**config.mk**
```make
export PLATFORM = sky130hd
export DESIGN_NAME = fix_field_extractor
export DESIGN_NICKNAME = d
export VERILOG_FILES = /design/src/rtl/fix_pkg.sv /design/src/rtl/fix_field_fifo.sv /design/src/rtl/fix_field_extractor.sv
export SDC_FILE = /design/constraint.sdc
export NUM_CORES = 1
export LEC_CHECK = 0
export ABC_AREA = 1
export CORE_MARGIN = 2
export CORE_UTILIZATION = 40
export CTS_BUF_LIST = sky130_fd_sc_hd__clkbuf_16
export DETAILED_ROUTE_END_ITERATION = 10
export PLACE_DENSITY = 0.68
export SYNTH_ARGS = -nofsm -noshare
export SYNTH_HDL_FRONTEND = slang
export SYNTH_SLANG_ARGS = --single-unit
```
**constraint.sdc**
```tcl
create_clock -name clk -period 10.2 [get_ports clk]
set_input_delay 2.04 -clock clk [delete_from_list [all_inputs] [get_ports clk]]
set_output_delay 2.04 -clock clk [all_outputs]
set_load 0.05 [all_outputs]
```
**src/rtl/fix_pkg.sv**
```systemverilog
// fix_pkg: shared constants, record type and FSM encoding for the FIX field extractor.
package fix_pkg;
  localparam int TAG_W = 16;
  localparam int MAX_VAL_LEN = 16;
  localparam int LEN_W = 5;
  localparam logic [7:0] SOH = 8'h01;
  localparam logic [7:0] EQ = 8'h3D;
  localparam logic [7:0] DIG0 = 8'h30;
  localparam logic [7:0] DIG9 = 8'h39;
  localparam logic [TAG_W-1:0] TAG_BEGINSTRING = TAG_W'(8);
  localparam logic [TAG_W-1:0] TAG_CHECKSUM = TAG_W'(10);
  typedef enum logic [1:0] {S_IDLE, S_TAG, S_WAIT_VAL, S_VAL} fix_state_t;
  typedef struct packed {
    logic [TAG_W-1:0] tag;
    logic [LEN_W-1:0] len;
    logic [MAX_VAL_LEN*8-1:0] val;
    logic err;
  } fix_field_t;
  function automatic logic is_digit(input logic [7:0] b);
    return b >= DIG0 && b <= DIG9;
  endfunction
  function automatic logic [3:0] digit_val(input logic [7:0] b);
    return 4'(b - DIG0);
  endfunction
endpackage

```
**src/rtl/fix_field_fifo.sv**
```systemverilog
// fix_field_fifo: first-word fall-through record FIFO; a push while full is rejected unless a pop frees the slot.
module fix_field_fifo
  import fix_pkg::*;
#(
  parameter int DEPTH = 4
) (
  input  logic       clk,
  input  logic       rst,
  input  logic       push_i,
  input  fix_field_t wdata_i,
  input  logic       pop_i,
  output logic       full_o,
  output logic       valid_o,
  output fix_field_t rdata_o
);
  localparam int AW = $clog2(DEPTH);
  fix_field_t mem_q [DEPTH];
  logic [AW:0] wr_q, wr_d, rd_q, rd_d;
  logic do_push, do_pop;
  always_comb begin
    valid_o = wr_q != rd_q;
    full_o = wr_q == {~rd_q[AW], rd_q[AW-1:0]};
    do_pop = pop_i && valid_o;
    do_push = push_i && (!full_o || do_pop);
    wr_d = do_push ? wr_q + 1'b1 : wr_q;
    rd_d = do_pop ? rd_q + 1'b1 : rd_q;
    rdata_o = valid_o ? mem_q[rd_q[AW-1:0]] : '0;
  end
  always_ff @(posedge clk or posedge rst)
    if (rst) begin
      wr_q <= '0;
      rd_q <= '0;
    end else begin
      wr_q <= wr_d;
      rd_q <= rd_d;
    end
  always_ff @(posedge clk)
    if (do_push) mem_q[wr_q[AW-1:0]] <= wdata_i;
endmodule

```
**src/rtl/fix_field_extractor.sv**
```systemverilog
// fix_field_extractor: turns fix_parser tag/value segments into binary-tag records queued in a FIFO.
// Define FIX_CHECKSUM_EN to add the running-sum checksum verifier (cks_valid_o / cks_ok_o).
module fix_field_extractor
  import fix_pkg::*;
#(
  parameter int FIFO_DEPTH = 4
) (
  input  logic                     clk,
  input  logic                     rst,
  input  logic [7:0]               data_i,
  input  logic                     tag_s_i,
  input  logic                     tag_e_i,
  input  logic                     value_s_i,
  input  logic                     value_e_i,
  output logic                     fld_valid_o,
  input  logic                     fld_ready_i,
  output logic [TAG_W-1:0]         fld_tag_o,
  output logic [LEN_W-1:0]         fld_len_o,
  output logic [MAX_VAL_LEN*8-1:0] fld_val_o,
  output logic                     fld_err_o,
  output logic [7:0]               drop_cnt_o
`ifdef FIX_CHECKSUM_EN
  ,
  output logic                     cks_valid_o,
  output logic                     cks_ok_o
`endif
);
  localparam int TW = TAG_W + 4;
  fix_state_t state_q, state_d;
  logic [TAG_W-1:0] tag_q, tag_d;
  logic [LEN_W-1:0] len_q, len_d;
  logic [MAX_VAL_LEN*8-1:0] val_q, val_d;
  logic err_q, err_d;
  logic [7:0] drop_q, drop_d;
  logic tag_byte, val_byte, done, push, full, pop;
  logic [TW-1:0] acc;
  fix_field_t rec, head;
  always_comb begin
    state_d = state_q;
    tag_d = tag_q;
    len_d = len_q;
    val_d = val_q;
    err_d = err_q;
    tag_byte = 1'b0;
    val_byte = 1'b0;
    push = 1'b0;
    rec = '{tag: tag_q, len: len_q, val: val_q, err: 1'b1};
    // a new tag start always wins; any field still open is flushed as an errored partial
    if (tag_s_i) begin
      push = state_q != S_IDLE;
      tag_d = '0;
      len_d = '0;
      val_d = '0;
      err_d = 1'b0;
      tag_byte = 1'b1;
      state_d = tag_e_i ? S_WAIT_VAL : S_TAG;
    end else if (state_q == S_TAG) begin
      tag_byte = 1'b1;
      state_d = tag_e_i ? S_WAIT_VAL : S_TAG;
    end else if (state_q == S_VAL || (state_q == S_WAIT_VAL && value_s_i)) begin
      val_byte = 1'b1;
      state_d = value_e_i ? S_IDLE : S_VAL;
    end
    done = val_byte && value_e_i;
    acc = TW'(tag_d) * TW'(10) + TW'(digit_val(data_i));
    if (tag_byte && !is_digit(data_i)) err_d = 1'b1;
    else if (tag_byte && acc > TW'({TAG_W{1'b1}})) begin
      tag_d = '1;
      err_d = 1'b1;
    end else if (tag_byte) tag_d = acc[TAG_W-1:0];
    if (val_byte && len_d == LEN_W'(MAX_VAL_LEN)) err_d = 1'b1;
    else if (val_byte) begin
      val_d[8*len_d +: 8] = data_i;
      len_d = len_d + 1'b1;
    end
    if (done) begin
      push = 1'b1;
      rec = '{tag: tag_d, len: len_d, val: val_d, err: err_d};
    end
    drop_d = (push && full && !pop && drop_q != 8'hFF) ? drop_q + 1'b1 : drop_q;
  end
  always_ff @(posedge clk or posedge rst)
    if (rst) begin
      state_q <= S_IDLE;
      tag_q <= '0;
      len_q <= '0;
      val_q <= '0;
      err_q <= 1'b0;
      drop_q <= '0;
    end else begin
      state_q <= state_d;
      tag_q <= tag_d;
      len_q <= len_d;
      val_q <= val_d;
      err_q <= err_d;
      drop_q <= drop_d;
    end
  assign pop = fld_valid_o && fld_ready_i;
  fix_field_fifo #(.DEPTH(FIFO_DEPTH)) u_fifo (
    .clk(clk),
    .rst(rst),
    .push_i(push),
    .wdata_i(rec),
    .pop_i(pop),
    .full_o(full),
    .valid_o(fld_valid_o),
    .rdata_o(head)
  );
  assign fld_tag_o = head.tag;
  assign fld_len_o = head.len;
  assign fld_val_o = head.val;
  assign fld_err_o = head.err;
  assign drop_cnt_o = drop_q;
`ifdef FIX_CHECKSUM_EN
  logic [7:0] fsum_q, fsum_d, run_q, run_d, total;
  logic cks_valid_q, cks_valid_d, cks_ok_q, cks_ok_d;
  logic [9:0] num;
  always_comb begin
    fsum_d = tag_s_i ? '0 : fsum_q;
    fsum_d = (tag_byte || val_byte) ? fsum_d + data_i : fsum_d;
    total = fsum_d + EQ + SOH;
    num = 10'(digit_val(val_d[7:0])) * 10'd100 + 10'(digit_val(val_d[15:8])) * 10'd10
        + 10'(digit_val(val_d[23:16]));
    run_d = run_q;
    cks_valid_d = 1'b0;
    cks_ok_d = cks_ok_q;
    if (done && tag_d == TAG_BEGINSTRING) run_d = total;
    else if (done && tag_d == TAG_CHECKSUM) begin
      cks_valid_d = 1'b1;
      cks_ok_d = len_d == LEN_W'(3) && is_digit(val_d[7:0]) && is_digit(val_d[15:8])
              && is_digit(val_d[23:16]) && num == 10'(run_q);
    end else if (done) run_d = run_q + total;
  end
  always_ff @(posedge clk or posedge rst)
    if (rst) begin
      fsum_q <= '0;
      run_q <= '0;
      cks_valid_q <= 1'b0;
      cks_ok_q <= 1'b0;
    end else begin
      fsum_q <= fsum_d;
      run_q <= run_d;
      cks_valid_q <= cks_valid_d;
      cks_ok_q <= cks_ok_d;
    end
  assign cks_valid_o = cks_valid_q;
  assign cks_ok_o = cks_ok_q;
`endif
endmodule

```
==> results.json <==
{
  "cellPowerDensity_nw_per_um2": 315,
  "synth_cells": 3476,
  "vias": 25000,
  "nets": 3603,
  "grt_max_degree": 130,
  "slowest_delay_ps": 800,
  "synth.distinct_cells": 47,
  "insertion_delay_ps": 630,
  "grt-ovfl-total": 0,
  "drt_iter0_markers": 2442,
  "drc": 0,
  "synth-edff-count": 600,
  "gp_congestion": 0.889,
  "drtAntennaViolNets": 0,
  "cp_data_required_time_ps": 8160,
  "die_h_microns": 299,
  "die_area_sq_um": 89500,
  "ys.flop_type": "edfxtp_1",
  "crit_chain": "buf_4 > buf_4 > nor2_1 > o32ai_1 > nand2_1 > inv_1 > clkdlybuf4s50_1",
  "syn-mean-instance-area_sq_um": 10.0,
  "fmax_mhz": 148,
  "routed_via_density": 5.25,
  "max-vdd-ir-drop_uv": 301,
  "synth.cell_area_sq_um": 34900,
  "drive_gt1_share_pct": 5.27,
  "cts_buffer_depth": 3,
  "grtUsageTotal_pct": 19.1,
  "worstMarginPinSlew_ps": 1080,
  "holdCritStartpoint": "u_fifo.wr_q[2]",
  "synthMuxAreaShare_pct": 0.0323,
  "clkSlewWorstSetupHoldPaths_ps": 60,
  "yosys.area_share.adder_pct": 1.59,
  "cp.arrival_ps": 4710,
  "grt_pass1_wl_mm": 135,
  "cts_resized": 0,
  "start_util_pct": 40.2,
  "fin_crit_sh_pct": 66.2,
  "cts_hold_buf": 0,
  "wl_mm": 86.9,
  "skew_ps": 24.5,
  "setup_viol": 0,
  "cts_buffers": 75,
  "maxCapViolCount": 0,
  "outcome": "finished, final reports clean",
  "r2r_cells": 10,
  "synth_xor_area_share_pct": 0.553,
  "slew_headroom_pct": 28.0,
  "r2r_setup_slack_ps": 5520,
  "dp_hpwl_mm": 54.5,
  "finalMaxSlewViolations": 0,
  "antenna_found_initial": 0,
  "crit_family": "buffers and inverters",
  "p_total_uw": 12500,
  "port_buffers": 173,
  "htreeDepth": 3,
  "rows": 108,
  "worstPathMaxFanout": 94,
  "cp_slowest_cell": "buf_4",
  "path_common_cell": "buf_4",
  "setup_tns_ps": 0,
  "timing_hold_violations_final": 0,
  "wire_per_inst_microns": 18.2,
  "final_cell_mix": "nand2_1 (763), edfxtp_1 (600), nor2_1 (531), inv_1 (343), o21ai_0 (298)",
  "synth_nets": 3534,
  "cts_tree": "built",
  "cp-start-kind": "register",
  "worstSetupEndpointType": "output pin",
  "synth_compound_area_share_pct": 11.0,
  "cts_sinks": 766,
  "synth-async-reset-ratio_pct": 21.7,
  "min_to": "u_fifo.wr_q[2]",
  "hold_path_depth": 1,
  "yosys.area_share.simple_pct": 17.2,
  "grt_setup_unrepaired": "no",
  "ys_ff_latch": 766,
  "die_w_microns": 299,
  "timing.rr.start": "state_q[0]",
  "syn_to_final_growth_pct": 14.4,
  "p_leak_uw": 0.0158,
  "fp.coreArea_sq_um": 86600,
  "fill_cells": 7951,
  "ys_seq_area_share_pct": 63.6,
  "grt_pass1_vias": 23500,
  "crit_type": "reg -> out",
  "final_common_cell": "nand2_1",
  "post_cts_buffers": 0,
  "dr.pass1.iters": 7,
  "yosys_warnings": 0,
  "root_buffer": "clkbuf_16",
  "synth_top_family_by_area": "simple AND/OR/NAND/NOR gates",
  "min_period_ps": 6750,
  "hp-class": "reg -> reg",
  "reg2reg_to": "u_fifo.mem_q[2][106]",
  "io_pins": 174,
  "critPathBufInv": 4
}
## per-stage QoR
stage / utilization [%] / area, sq um / cells / hold slack [ps] / setup WS [ps]
after global routing: 46.0 / 39900 / 4762 / 515 / 3210
final: 46.0 / 39900 / 4763 / 492 / 3450
after CTS: 46.0 / 39900 / 4762 / 493 / 3440
after floorplan: - / 34900 / 3476 / 462 / 174
after detailed placement: 43.3 / 37500 / 4623 / 482 / 3250
after global placement: 43.3 / 37500 / 4623 / 475 / 3260
## final cells by class
type | count | area, sq um | area share, %
Antenna cell | 1 | 2.50 | 0.00628
Clock buffer | 76 | 1900 | 4.77
Clock inverter | 63 | 439 | 1.10
Inverter | 339 | 1280 | 3.22
Multi-Input combinational cell | 2160 | 10600 | 26.7
Sequential cell | 766 | 22200 | 55.6
Tap cell | 1155 | 1450 | 3.63
Timing Repair Buffer | 203 | 1980 | 4.97
## Yosys cell counts, types with 4 or more instances
library cell	instances	share of area, %
nand2_1	764	8.2
edfxtp_1	600	52
nor2_1	539	5.8
inv_1	328	3.5
o21ai_0	298	4.3
clkbuf_1	179	1.9
dfrtp_1	166	12
o32ai_1	150	3.8
nand3_1	107	1.5
o211ai_1	60	1.3
ha_1	41	1.5
o21ai_1	40	0.57
nor3_1	29	0.42
a21oi_1	28	0.40
xor2_1	17	0.43
buf_1	15	0.16
nand4_1	11	0.20
nor2_2	10	0.18
inv_2	9	0.097
buf_2	8	0.11
o31ai_1	8	0.17
buf_4	7	0.15
o2bb2ai_1	6	0.15
a31oi_1	5	0.090
nand2_2	5	0.090
nor2_4	5	0.16
xnor2_1	5	0.13
and2_1	4	0.072
o22ai_1	4	0.072
## report_power, final
part | leakage (uW) | switching [uW] | total (uW) | internal [uW]
clock | 0.00121 | 1150 | 2630 | 1490
combinational | 0.00670 | 4280 | 5950 | 1670
sequential | 0.00790 | 131 | 3960 | 3830
total | 0.0158 | 5560 | 12500 | 6990
## flip-flops by register name (all words and copies together), names as in the netlist
name and count:
len_q 5, drop_cnt_o 8, state_q 2, u_fifo.mem_q 600, tag_q 16, u_fifo.wr_q 3
u_fifo.rd_q 3, err_q 1, val_q 128
## per-layer routing
| layer | GRT usage, % | routed length (microns) | up-vias |
|---|---|---|---|
| met2 | 31.9 | 41700 | 707 |
| met1 | 26.0 | 37900 | 12200 |
| met3 | 2.58 | 5090 | 110 |
| met4 | 6.12 | 2240 | 0 |
| li1 | - | - | 12000 |
| met5 | 0 | 0 | - |
## worst max path at each step
| stage | start | end | cells past startpoint |
|---|---|---|---|
| after global routing | u_fifo.rd_q[0] | fld_val_o[14] | 7 |
| after global placement | tag_s_i | u_fifo.mem_q[3][21] | 11 |
| final | u_fifo.rd_q[0] | fld_val_o[27] | 7 |
| after CTS | u_fifo.rd_q[0] | fld_val_o[0] | 7 |
| after floorplan | value_s_i | u_fifo.mem_q[3][0] | 8 |
| after detailed placement | tag_s_i | u_fifo.mem_q[3][61] | 11 |
## logic make-up after synthesis
logic type	after synthesis
mux	1
xor+xnor	22
buf+inv	550
compound gates	606
fa+ha+maj	43
flops	766
simple gates	1488
Note: power is estimated with default switching activity, not from simulation.
